--- src/rtl/sdram_cmd_queue_if.sv ---
// Controller-style user port: request (addr/rw/data_in/in_valid) one way, busy and read return the other.
// master drives requests and receives busy/read data; slave accepts requests and returns busy/read data.
interface sdram_cmd_queue_if #(
  parameter int ADDR_W = 23,
  parameter int DATA_W = 32
);
  logic [ADDR_W-1:0] addr;
  logic              rw;
  logic [DATA_W-1:0] data_in;
  logic              in_valid;
  logic              busy;
  logic [DATA_W-1:0] data_out;
  logic              out_valid;

  modport master (
    output addr, rw, data_in, in_valid,
    input  busy, data_out, out_valid
  );

  modport slave (
    input  addr, rw, data_in, in_valid,
    output busy, data_out, out_valid
  );
endinterface

--- src/rtl/sdram_cmd_queue.sv ---
// Command FIFO between a request source and the SDRAM controller; limits outstanding reads to MAX_RD.
// Latency: push-to-issue >= 1 cycle, read return 1 cycle. busy = queue full; define SDRAM_CMD_QUEUE_STATS_EN
// to add stall_cnt/hwm/stats_clr.
module sdram_cmd_queue #(
  parameter int ADDR_W     = 23,
  parameter int DATA_W     = 32,
  parameter int DEPTH_LOG2 = 3,
  parameter int MAX_RD     = 4
) (
  input  logic                     clk,
  input  logic                     rst_n,
  sdram_cmd_queue_if.slave         src,
  sdram_cmd_queue_if.master        mem,
  output logic                     overflow,
  output logic                     underflow
`ifdef SDRAM_CMD_QUEUE_STATS_EN
  ,
  input  logic                     stats_clr,
  output logic [15:0]              stall_cnt,
  output logic [DEPTH_LOG2:0]      hwm
`endif
);

  localparam int DEPTH = 1 << DEPTH_LOG2;
  localparam int RD_W  = $clog2(MAX_RD + 1);

  typedef struct packed {
    logic              rw;
    logic [ADDR_W-1:0] addr;
    logic [DATA_W-1:0] data;
  } cmd_t;

  typedef enum logic [1:0] {IDLE, ISSUE, THROTTLE} issue_state_t;

  cmd_t                  fifo_mem [DEPTH];
  logic [DEPTH_LOG2-1:0] wr_ptr, rd_ptr;
  logic [DEPTH_LOG2:0]   count, count_nxt;
  logic [RD_W-1:0]       rd_out, rd_out_nxt;
  cmd_t                  head;
  issue_state_t          issue_state;
  logic                  empty, full, push, pop, rd_issue, ret_ok;

  assign empty = (count == '0);
  assign full  = (count == (DEPTH_LOG2 + 1)'(DEPTH));
  assign head  = fifo_mem[rd_ptr];

  // Issue control is a pure decode of registered state; no extra state register is needed.
  always_comb begin
    issue_state = ISSUE;
    if (empty)
      issue_state = IDLE;
    else if (!head.rw && rd_out == RD_W'(MAX_RD))
      issue_state = THROTTLE;
  end

  assign push     = src.in_valid && !full;
  assign pop      = (issue_state == ISSUE) && !mem.busy;
  assign rd_issue = pop && !head.rw;
  assign ret_ok   = mem.out_valid && (rd_out != '0);

  assign src.busy     = full;
  assign mem.in_valid = pop;
  assign mem.addr     = empty ? '0 : head.addr;
  assign mem.rw       = empty ? 1'b0 : head.rw;
  assign mem.data_in  = empty ? '0 : head.data;

  always_comb begin
    count_nxt = count;
    case ({push, pop})
      2'b10:   count_nxt = count + 1'b1;
      2'b01:   count_nxt = count - 1'b1;
      default: count_nxt = count;
    endcase
  end

  // A return with nothing outstanding is dropped, so it must not cancel a same-cycle read issue.
  always_comb begin
    rd_out_nxt = rd_out;
    if (rd_issue && !ret_ok)
      rd_out_nxt = rd_out + 1'b1;
    else if (!rd_issue && ret_ok)
      rd_out_nxt = rd_out - 1'b1;
  end

  always_ff @(posedge clk) begin
    if (push)
      fifo_mem[wr_ptr] <= '{rw: src.rw, addr: src.addr, data: src.data_in};
  end

  always_ff @(posedge clk or negedge rst_n) begin
    if (!rst_n) begin
      wr_ptr        <= '0;
      rd_ptr        <= '0;
      count         <= '0;
      rd_out        <= '0;
      overflow      <= 1'b0;
      underflow     <= 1'b0;
      src.out_valid <= 1'b0;
      src.data_out  <= '0;
    end else begin
      if (push)
        wr_ptr <= wr_ptr + 1'b1;
      if (pop)
        rd_ptr <= rd_ptr + 1'b1;
      count  <= count_nxt;
      rd_out <= rd_out_nxt;
      if (src.in_valid && full)
        overflow <= 1'b1;
      if (mem.out_valid && rd_out == '0)
        underflow <= 1'b1;
      src.out_valid <= ret_ok;
      if (ret_ok)
        src.data_out <= mem.data_out;
    end
  end

`ifdef SDRAM_CMD_QUEUE_STATS_EN
  always_ff @(posedge clk or negedge rst_n) begin
    if (!rst_n) begin
      stall_cnt <= '0;
      hwm       <= '0;
    end else if (stats_clr) begin
      stall_cnt <= '0;
      hwm       <= '0;
    end else begin
      if (!empty && !pop && stall_cnt != 16'hFFFF)
        stall_cnt <= stall_cnt + 1'b1;
      if (count_nxt > hwm)
        hwm <= count_nxt;
    end
  end
`endif

endmodule

--- src/flat_wrapper.sv ---
// flat-port wrapper written by rule: the top's interface ports become plain ports
module sdram_cmd_queue_flat 
#(
  parameter int ADDR_W     = 23,
  parameter int DATA_W     = 32,
  parameter int DEPTH_LOG2 = 3,
  parameter int MAX_RD     = 4
)
  (clk, rst_n, overflow, underflow, src_addr, src_rw, src_data_in, src_in_valid, src_busy, src_data_out, src_out_valid, mem_addr, mem_rw, mem_data_in, mem_in_valid, mem_busy, mem_data_out, mem_out_valid);
  sdram_cmd_queue_if #(.ADDR_W(ADDR_W), .DATA_W(DATA_W)) src_i ();
  sdram_cmd_queue_if #(.ADDR_W(ADDR_W), .DATA_W(DATA_W)) mem_i ();
  input  logic clk;
  input  logic rst_n;
  output logic overflow;
  output logic underflow;
  input wire logic [$bits(src_i.addr)-1:0] src_addr;
  input wire logic [$bits(src_i.rw)-1:0] src_rw;
  input wire logic [$bits(src_i.data_in)-1:0] src_data_in;
  input wire logic [$bits(src_i.in_valid)-1:0] src_in_valid;
  output wire logic [$bits(src_i.busy)-1:0] src_busy;
  output wire logic [$bits(src_i.data_out)-1:0] src_data_out;
  output wire logic [$bits(src_i.out_valid)-1:0] src_out_valid;
  output wire logic [$bits(mem_i.addr)-1:0] mem_addr;
  output wire logic [$bits(mem_i.rw)-1:0] mem_rw;
  output wire logic [$bits(mem_i.data_in)-1:0] mem_data_in;
  output wire logic [$bits(mem_i.in_valid)-1:0] mem_in_valid;
  input wire logic [$bits(mem_i.busy)-1:0] mem_busy;
  input wire logic [$bits(mem_i.data_out)-1:0] mem_data_out;
  input wire logic [$bits(mem_i.out_valid)-1:0] mem_out_valid;
  assign src_i.addr = src_addr;
  assign src_i.rw = src_rw;
  assign src_i.data_in = src_data_in;
  assign src_i.in_valid = src_in_valid;
  assign src_busy = src_i.busy;
  assign src_data_out = src_i.data_out;
  assign src_out_valid = src_i.out_valid;
  assign mem_addr = mem_i.addr;
  assign mem_rw = mem_i.rw;
  assign mem_data_in = mem_i.data_in;
  assign mem_in_valid = mem_i.in_valid;
  assign mem_i.busy = mem_busy;
  assign mem_i.data_out = mem_data_out;
  assign mem_i.out_valid = mem_out_valid;
  sdram_cmd_queue #(.ADDR_W(ADDR_W), .DATA_W(DATA_W), .DEPTH_LOG2(DEPTH_LOG2), .MAX_RD(MAX_RD)) u_core (.clk(clk), .rst_n(rst_n), .src(src_i), .mem(mem_i), .overflow(overflow), .underflow(underflow));
endmodule
--- config.mk ---
export PLATFORM = sky130hd
export DESIGN_NAME = sdram_cmd_queue_flat
export DESIGN_NICKNAME = d
export VERILOG_FILES = /design/src/rtl/sdram_cmd_queue_if.sv /design/src/rtl/sdram_cmd_queue.sv /design/src/flat_wrapper.sv
export SDC_FILE = /design/constraint.sdc
export NUM_CORES = 1
export LEC_CHECK = 0
export CORE_ASPECT_RATIO = 2
export CORE_MARGIN = 1.5
export CORE_UTILIZATION = 55
export CTS_CLUSTER_SIZE = 16
export DETAILED_ROUTE_END_ITERATION = 6
export PLACE_DENSITY = 0.77
export SLEW_MARGIN = 20
export SYNTH_ARGS = -nofsm -noshare
export SYNTH_HDL_FRONTEND = slang
export SYNTH_SLANG_ARGS = --single-unit
export TNS_END_PERCENT = 50
--- constraint.sdc ---
create_clock -name clk -period 9.45 [get_ports clk]
set_input_delay 2.835 -clock clk [delete_from_list [all_inputs] [get_ports clk]]
set_output_delay 2.835 -clock clk [all_outputs]
set_load 0.02 [all_outputs]
# == Word-level counts from Yosys, hierarchy flattened ==
# Memory sizes are Yosys's and may differ from the RTL's.
# Index checks and enable logic that the tools add are counted.
# W data, S select, Z words.
# totals
register_bits,48
rom_bits,0
mem_bits_rw,448
latch_bits,0
memories,1
out_inout_bits,93
input_bits,93
elab_cells,49
# classes
shift,0
eq_ne,5
mul,0
n_div,0
bitwise,0
muxes,10
magnitude_cmp,0
n_reduce_logical,19
addsub,6
# mem_list
name,words,width,read_ports,rd_ports_with_merged_regs,write_ports,line_no,text
u_core.fifo_mem,8,56,1,0,1,sdram_cmd_queue.sv:35,cmd_t fifo_mem [DEPTH];
# ops
operator,count
$mux W32,1
$mux W23,1
$add A3 B1 Y3 const B,3
$logic_and A1 B1 Y1,9
$pmux W4 S2,1
$mux W3,2
$logic_not A1 Y1,5
$add A4 B1 Y4 const B,1
$eq A2 B1 Y1 const B,2
$eq A4 B4 Y1 const B,1
$logic_not A4 Y1,1
$mux W2,2
$reduce_bool A2 Y1,2
$sub A4 B1 Y4 const B,1
$eq A3 B3 Y1 const B,1
$logic_not A3 Y1,1
$mux W1,3
$reduce_bool A3 Y1,1
$sub A3 B1 Y3 const B,1
$eq A2 B2 Y1 const B,1

# == Longest topological paths before layout ==
# Gate-level depths: netlist of the first run.
# An unclocked memory read counts as a cell.
# logic_depth
ltp_word,12
mapped_depth,12
ltp_nobuf,11

# == Worst setup path before layout of the first run ==
# No wires, ideal clock.
# synth_timing
path_type,in2reg
from,input port src_in_valid
to,"memory u_core.fifo_mem[0][0] in the netlist's numbering, enable pin"
slack_ns,0.332
t_arrival_ns,8.510
path_stages,3
t_required_ns,8.842
path_cell_list,nor2b_1 > inv_2 > nor4_1
# synth_between
elab_chain_len,3
# synth_rtl
element,line_no,text
start: declaration,flat_wrapper.sv:19,input wire logic [$bits(src_i.in_valid)-1:0] src_in_valid;
$logic_and A1 B1 Y1,sdram_cmd_queue.sv:56,assign push = src.in_valid && !full;
$mux W1,sdram_cmd_queue.sv:86,if (push)
$mux W1 (implied by the code),sdram_cmd_queue.sv:87,"fifo_mem[wr_ptr] <= '{rw: src.rw, addr: src.addr, data: src.data_in};"
end: declaration,sdram_cmd_queue.sv:35,
# No other way between the ends.

# == Worst setup path in the final report of the first run ==
# layout_timing
from,input port mem_busy
to,output port mem_in_valid
# layout_between
elab_chain_len,2
# layout_rtl
element,line_no,text
start: declaration,flat_wrapper.sv:27,input wire logic [$bits(mem_i.busy)-1:0] mem_busy;
$logic_not A1 Y1,sdram_cmd_queue.sv:57,assign pop = (issue_state == ISSUE) && !mem.busy;
$logic_and A1 B1 Y1,sdram_cmd_queue.sv:57,
end: declaration,flat_wrapper.sv:26,output wire logic [$bits(mem_i.in_valid)-1:0] mem_in_valid;
# No other way between the ends.

==> results of run 1 <==
-- registers in the layout, indices dropped and copies added, names as in the netlist --
signal / count
u_core.fifo_mem: 448
u_core.src.data_out: 32
u_core.count: 4
u_core.rd_out: 3
u_core.rd_ptr: 3
u_core.wr_ptr: 3
u_core.overflow: 1
u_core.src.out_valid: 1
u_core.underflow: 1
-- power by group through the flow --
stage               Clock, W  Combinational (W)  Sequential [W]
finish               0.00167            0.00250         0.00301
global route         0.00178            0.00267         0.00305
CTS                  0.00170            0.00256         0.00302
detailed placement         0            0.00254         0.00306
global placement           0            0.00253         0.00304
floorplan                  0            0.00161         0.00298
-- per-stage QoR --
stage | area [µm²] | setup slack, ns | hold slack, ns | total power (W)
floorplan | 19000 | 0.332 | 0.464 | 0.00459
global placement | 21400 | 2.27 | 0.438 | 0.00556
detailed placement | 21400 | 2.26 | 0.452 | 0.00561
CTS | 22800 | 2.25 | 0.467 | 0.00728
global route | 22800 | 2.18 | 0.495 | 0.00750
finish | 22800 | 2.26 | 0.463 | 0.00719
-- metal layers --
layer / global-route usage [%] / wire length (µm) / up-vias
met5: 0 / 11 / -
met4: 8.02 / 1000 / 2
met3: 3.10 / 1800 / 62
met2: 40.1 / 21000 / 290
met1: 24.6 / 13600 / 4706
li1: - / - / 3947
-- layout by cell type (no fill, tap or decap), drive strengths merged, types with 3 or more instances in the layout --
cell             n
clkbuf          56
xor2             5
nand2b           4
diode            4
inv              5
buf             23
mux2i           55
ha               6
dfrtp           48
clkinv          15
nor3             6
xnor2            6
mux2            36
edfxtp         448
mux4           112
clkdlybuf4s50  184
nor2            63
bufinv           3
nand2            9
-- kinds of logic after synthesis --
kind of cell	count (synthesis)	synth area share, %
AOI/OAI and AO/OA	9	0.382
xor gates and xnor gates	11	0.507
adders and majority gates	7	0.500
buffers and inverters	47	1.11
DFF	496	77.1
muxes	203	18.3
and+or+nand+nor	92	2.09
-- area by class of cell --
| cell class | instances | area (µm²) | area share [%] |
|---|---|---|---|
| Sequential cell | 496 | 14700 | 64.4 |
| Multi-Input combinational cell | 322 | 4200 | 18.4 |
| Timing Repair Buffer | 207 | 2010 | 8.83 |
| Clock buffer | 56 | 1150 | 5.07 |
| Tap cell | 441 | 552 | 2.42 |
| Clock inverter | 20 | 174 | 0.763 |
| Inverter | 4 | 15.0 | 0.0659 |
| Antenna cell | 4 | 10.0 | 0.0439 |
-- worst paths after layout --
kind	end	startpoint	slack [ns]
hold reg to reg	u_core.overflow	u_core.overflow	0.46
min in group asynchronous	u_core.src.data_out[14]	rst_n	2.38
setup / recovery	mem_in_valid	mem_busy	2.26
hold / removal	u_core.overflow	u_core.overflow	0.46
setup reg to reg	u_core.count[2]	u_core.rd_ptr[1]	6.02
max in group asynchronous	u_core.rd_ptr[1]	rst_n	6.62
==> qor.yml, run 1 <==
outcome:
  status: "finished, final reports clean"
floorplan:
  num_rows: 96
  initial_core_util_pct: 55.5
  core-area_mm2: 0.0342
  io_pins: 186
  die_h_um: 266
  die_area_mm2: 0.0358
  dieWidth_um: 134
global_route:
  grt_pass1_vias: 9708
  antenna_found_initial: 5
  grt_start_max_net_pins: 64
  grt-ovfl-total: 0
  grt_usage_pct: 21.5
  grt_pass1_wl_um: 56300
synthesis:
  synthDistinctLibCells: 36
  syn_nets: 965
  synth.area.top_cells: "edfxtp_1 (71%), mux4_2 (13%), dfrtp_1 (6.3%)"
  postSynthCellCount: 865
  syn_area_per_cell_um2: 22.0
  synth_top_cell_by_area: "edfxtp_1"
  syn_area_mm2: 0.0190
  synth_edf_count: 448
  ys_seq_area_share_pct: 77.1
  ys_top_cells_by_count: "edfxtp_1 (448), mux4_2 (112), nor2_1 (63), mux2i_1 (55), dfrtp_1 (48)"
  synth.most_common_cell: "edfxtp_1"
  ys_seq_elements: 496
  yosys_warnings: 0
  synth_top_area_share_pct: 70.8
  synthArstFlopShare_pct: 9.68
  ys.flop_type: "edfxtp_1"
power:
  pwr-share-comb_pct: 34.9
  p_switching_w: 0.00224
  p_sw_share_pct: 31.2
  leakage_nw: 7.62
  sequentialPowerShare_pct: 41.9
  irDropWorstVdd_v: 0.000222
  internal-power_w: 0.00494
  pwr-share-clk_pct: 23.2
  power_density_mw_per_mm2: 315
flow_run:
  max-cap-violations: 0
cells_and_area:
  drive_above_1_share_pct: 19.2
  nFillCells: 2259
  nets: 1172
  area_growth_pct: 19.8
  final_cells: 1550
  fin_util_pct: 66.5
sta:
  rsz0062_at_grt: "no"
  setup_viol: 0
  skew_ns: 0.0166
  period_needed_ns: 7.19
  fin_tns_setup_ns: 0
  fmax_mhz: 139
  timing.final.crit_share_pct: 76.1
  slew_headroom_pct: 31.6
  hold_viol_final: 0
  slew_violations: 0
  worst_pin_slew_ns: 1.03
setup_path:
  cp_max_fo: 3
  crit_family: "buffers and inverters"
  worst_ep_required_time_ns: 6.62
  worstPathArrival_ns: 4.36
  max_stage_delay_ns: 0.61
  slowest_stage: "clkdlybuf4s50_1"
  path_cells: "clkdlybuf4s50_1, nor2_1, o21ai_4, inv_1, clkdlybuf4s50_1"
  path_class: "in -> out"
  worstSetupPathDepth: 5
  path_common_cell: "clkdlybuf4s50_1"
  crit_buf_inv: 3
  worst_setup_path_start_kind: "input port"
  crit_path_end_kind: "primary output"
  reg2reg_depth: 11
detailed_routing:
  drc: 0
  first_pass_iters: 4
  viasPerCell: 5.81
  wirelength_um: 37400
  wl_per_cell_um: 24.1
  drtAntennaViolNets: 0
  num_vias: 9007
  drt_iter0_markers: 627
cts:
  cts_sinks: 496
  cts_root_buf: "clkbuf_16"
  clkTransAtPathRegs_ns: 0.07
  post_cts_buffers: 0
  clock_path_buffers: 3
  post_cts_resized: 0
  cts_tree: "done"
  hold_buffers: 0
  h-tree-depth: 2
  insertion_delay_ns: 0.54
  cts_buffers: 41
place:
  dp.cells: 1470
  gp_congestion: 0.703
  io_buffers: 185
  dpl.hpwl_um: 21200
worst_hold_path:
  min_path_cells: 1
  min_path_type: "reg -> reg"
No activity file was read; power rests on OpenSTA's default activity.
==> inputs of run 2 (changes only) <==
==> constraint.sdc (replaced) <==
create_clock -name clk -period 7.12 [get_ports clk]
set_input_delay 2.136 -clock clk [delete_from_list [all_inputs] [get_ports clk]]
set_output_delay 2.136 -clock clk [all_outputs]
set_load 0.02 [all_outputs]
==> qor.yml, run 2 (synthesized netlist as in run 1, its figures left out) <==
outcome:
  status: "finished, final reports clean"
cells_and_area:
  multi_input_area_mm2: 0.00421  # +0.21%
  mostFrequentLayoutCell: "edfxtp_1"
  regArea_mm2: 0.0147  # unchanged
  largest-register: "u_core.fifo_mem"
  nFillCells: 2237  # -0.97%
  drive_above_1_share_pct: 19.2  # +0.038 points
  nets: 1175  # +0.26%
  largest_reg_flops: 448  # unchanged
  final_area_mm2: 0.0230  # +0.77%
  reg.largest.list: "u_core.fifo_mem (448), u_core.src.data_out (32), u_core.count (4)"
  area_growth_pct: 20.8
  mostFrequentLayoutCells: "edfxtp_1 (448), clkdlybuf4s50_1 (184), mux4_2 (112)"
  final_cells: 1550  # unchanged
floorplan:
  dieWidth_um: 134  # unchanged
  initial_core_util_pct: 55.5  # unchanged
  io_pins: 186  # unchanged
  die_h_um: 266  # unchanged
  num_rows: 96  # unchanged
  die_area_mm2: 0.0358  # unchanged
  core-area_mm2: 0.0342  # unchanged
worst_hold_path:
  min_path_cells: 1  # unchanged
  min_path_type: "reg -> reg"
  min_to: "u_core.underflow"
  worst_hold_startpoint: "u_core.underflow"
power:
  internal-power_w: 0.00675  # +37%
  pwr-share-clk_pct: 24.4  # +1.2 points
  power_density_mw_per_mm2: 426  # +35%
  sequentialPowerShare_pct: 41.2  # -0.7 points
  p_switching_w: 0.00302  # +35%
  p_sw_share_pct: 30.9  # -0.29 points
  pwr-share-comb_pct: 34.3  # -0.6 points
  irDropWorstVdd_v: 0.000269  # +21%
  leakage_nw: 7.69  # +0.89%
global_route:
  grt_start_max_net_pins: 56  # -13%
  antenna_found_initial: 0  # -5
  grt-ovfl-total: 0  # unchanged
  grt_usage_pct: 21.7  # +0.22 points
  grt_pass1_wl_um: 56900  # +0.98%
  grt_pass1_vias: 9606  # -1.1%
sta:
  hold_viol_final: 0  # unchanged
  skew_ns: 0.0157  # -0.000968 ns
  slew_headroom_pct: 29.3  # -2.3 points
  rsz0062_at_grt: "no"
  fin_tns_setup_ns: 0  # unchanged
  timing.final.crit_share_pct: 81.6
  slew_violations: 0  # unchanged
  period_needed_ns: 5.81
  fmax_mhz: 172
  holdWs_ns: 0.460  # -0.00255 ns
  worst_pin_slew_ns: 1.06  # +0.0346 ns
  setup_viol: 0  # unchanged
setup_path:
  regToRegStartpoint: "u_core.rd_ptr[1]"
  path_class: "in -> out"
  path_cells: "clkdlybuf4s50_1, nor2_1, o21ai_4, inv_1, clkdlybuf4s50_1"
  path_common_cell: "clkdlybuf4s50_1"
  max_stage_delay_ns: 0.61  # about the same
  reg2reg_slack_ns: 3.82  # -2.20 ns
  slowest_stage: "clkdlybuf4s50_1"
  worst_setup_path_start_kind: "input port"
  cp_max_fo: 3  # unchanged
  worstPathArrival_ns: 3.67  # -0.69 ns
  crit_path_end_kind: "primary output"
  r2r_end: "u_core.count[2]"
  reg2reg_depth: 11  # unchanged
  worst_ep_required_time_ns: 4.98  # -1.64 ns
cts:
  cts_sinks: 496  # unchanged
  post_cts_buffers: 0  # unchanged
  insertion_delay_ns: 0.56  # +0.02 ns
  cts_buffers: 42  # +2.4%
  cts_root_buf: "clkbuf_16"
  clkTransAtPathRegs_ns: 0.06  # about the same
  h-tree-depth: 2  # unchanged
  cts_tree: "done"
  hold_buffers: 0  # unchanged
  post_cts_resized: 0  # unchanged
  clock_path_buffers: 3  # unchanged
detailed_routing:
  drtAntennaViolNets: 0  # unchanged
  num_vias: 9040  # +0.37%
  first_pass_iters: 5  # +1
  wl_per_cell_um: 24.3  # +0.65%
  viasPerCell: 5.83  # +0.37%
  drt_iter0_markers: 636  # +1.4%
  drc: 0  # unchanged
  wirelength_um: 37600  # +0.65%
flow_run:
  max-cap-violations: 0  # unchanged
place:
  gp_congestion: 0.720  # +2.3%
  io_buffers: 185  # unchanged
  dp.cells: 1471  # +0.068%
  dpl_cell_area_mm2: 0.0215  # +0.25%
  dpl.hpwl_um: 21000  # -1.3%
[run 2: cell types whose count changed in the layout (fill, tap and decap cells not counted), sizes merged]
cell | previous run | this run
buf | 23 | 25
bufinv | 3 | 8
clkbuf | 56 | 52
clkinv | 15 | 14
diode | 4 | 1
inv | 5 | 6
[run 2: worst max-delay path by stage]
stage / depth (start not counted) / from / slack (ns) / endpoint
final: 5 / mem_busy / 1.31 / mem_in_valid
after CTS: 5 / mem_busy / 1.30 / mem_in_valid
after global routing: 5 / mem_busy / 1.23 / mem_in_valid
after detailed placement: 5 / mem_busy / 1.31 / mem_in_valid
after global placement: 5 / mem_busy / 1.33 / mem_in_valid
after floorplan: 3 / src_in_valid / 0.21 / u_core.fifo_mem[2][0]
[run 2: power by group through the flow]
stage / sequential [W] / clock, W / combinational, W
final: 0.00403 / 0.00239 / 0.00336
after CTS: 0.00408 / 0.00242 / 0.00337
after floorplan: 0.00396 / 0 / 0.00214
after global placement: 0.00410 / 0 / 0.00330
after global routing: 0.00408 / 0.00253 / 0.00358
after detailed placement: 0.00414 / 0 / 0.00334
[run 2: worst max-delay path, delay by kind of cell]
kind            cells  cell delay (ns)
buf+inv             3             1.15
simple gates        1             0.27
compound gates      1             0.12
[run 2: layout make-up]
| type | count | area share, % |
|---|---|---|
| clock inverter | 25 | 1.42 |
| timing repair buffer | 209 | 9.06 |
| multi-input combinational | 322 | 18.3 |
| tap | 441 | 2.40 |
| antenna | 1 | 0.0109 |
| clock buffer | 52 | 4.83 |
| inverter | 4 | 0.0654 |
| sequential | 496 | 63.9 |
[run 2: per-stage QoR]
| stage | worst slack (ns) | utilization [%] | total power (W) |
|---|---|---|---|
| finish | 1.31 | 67.1 | 0.00977 |
| global route | 1.23 | 67.1 | 0.0102 |
| CTS | 1.30 | 67.0 | 0.00987 |
| detailed placement | 1.31 | 62.8 | 0.00748 |
| global placement | 1.33 | 62.8 | 0.00740 |
| floorplan | 0.205 | - | 0.00610 |
[run 2: metal layers]
metal / global-route usage [%] / routed length [µm]
met1: 26.0 / 13900
met2: 40.1 / 21000
met3: 2.85 / 1860
met4: 7.27 / 919
met5: 0 / 0
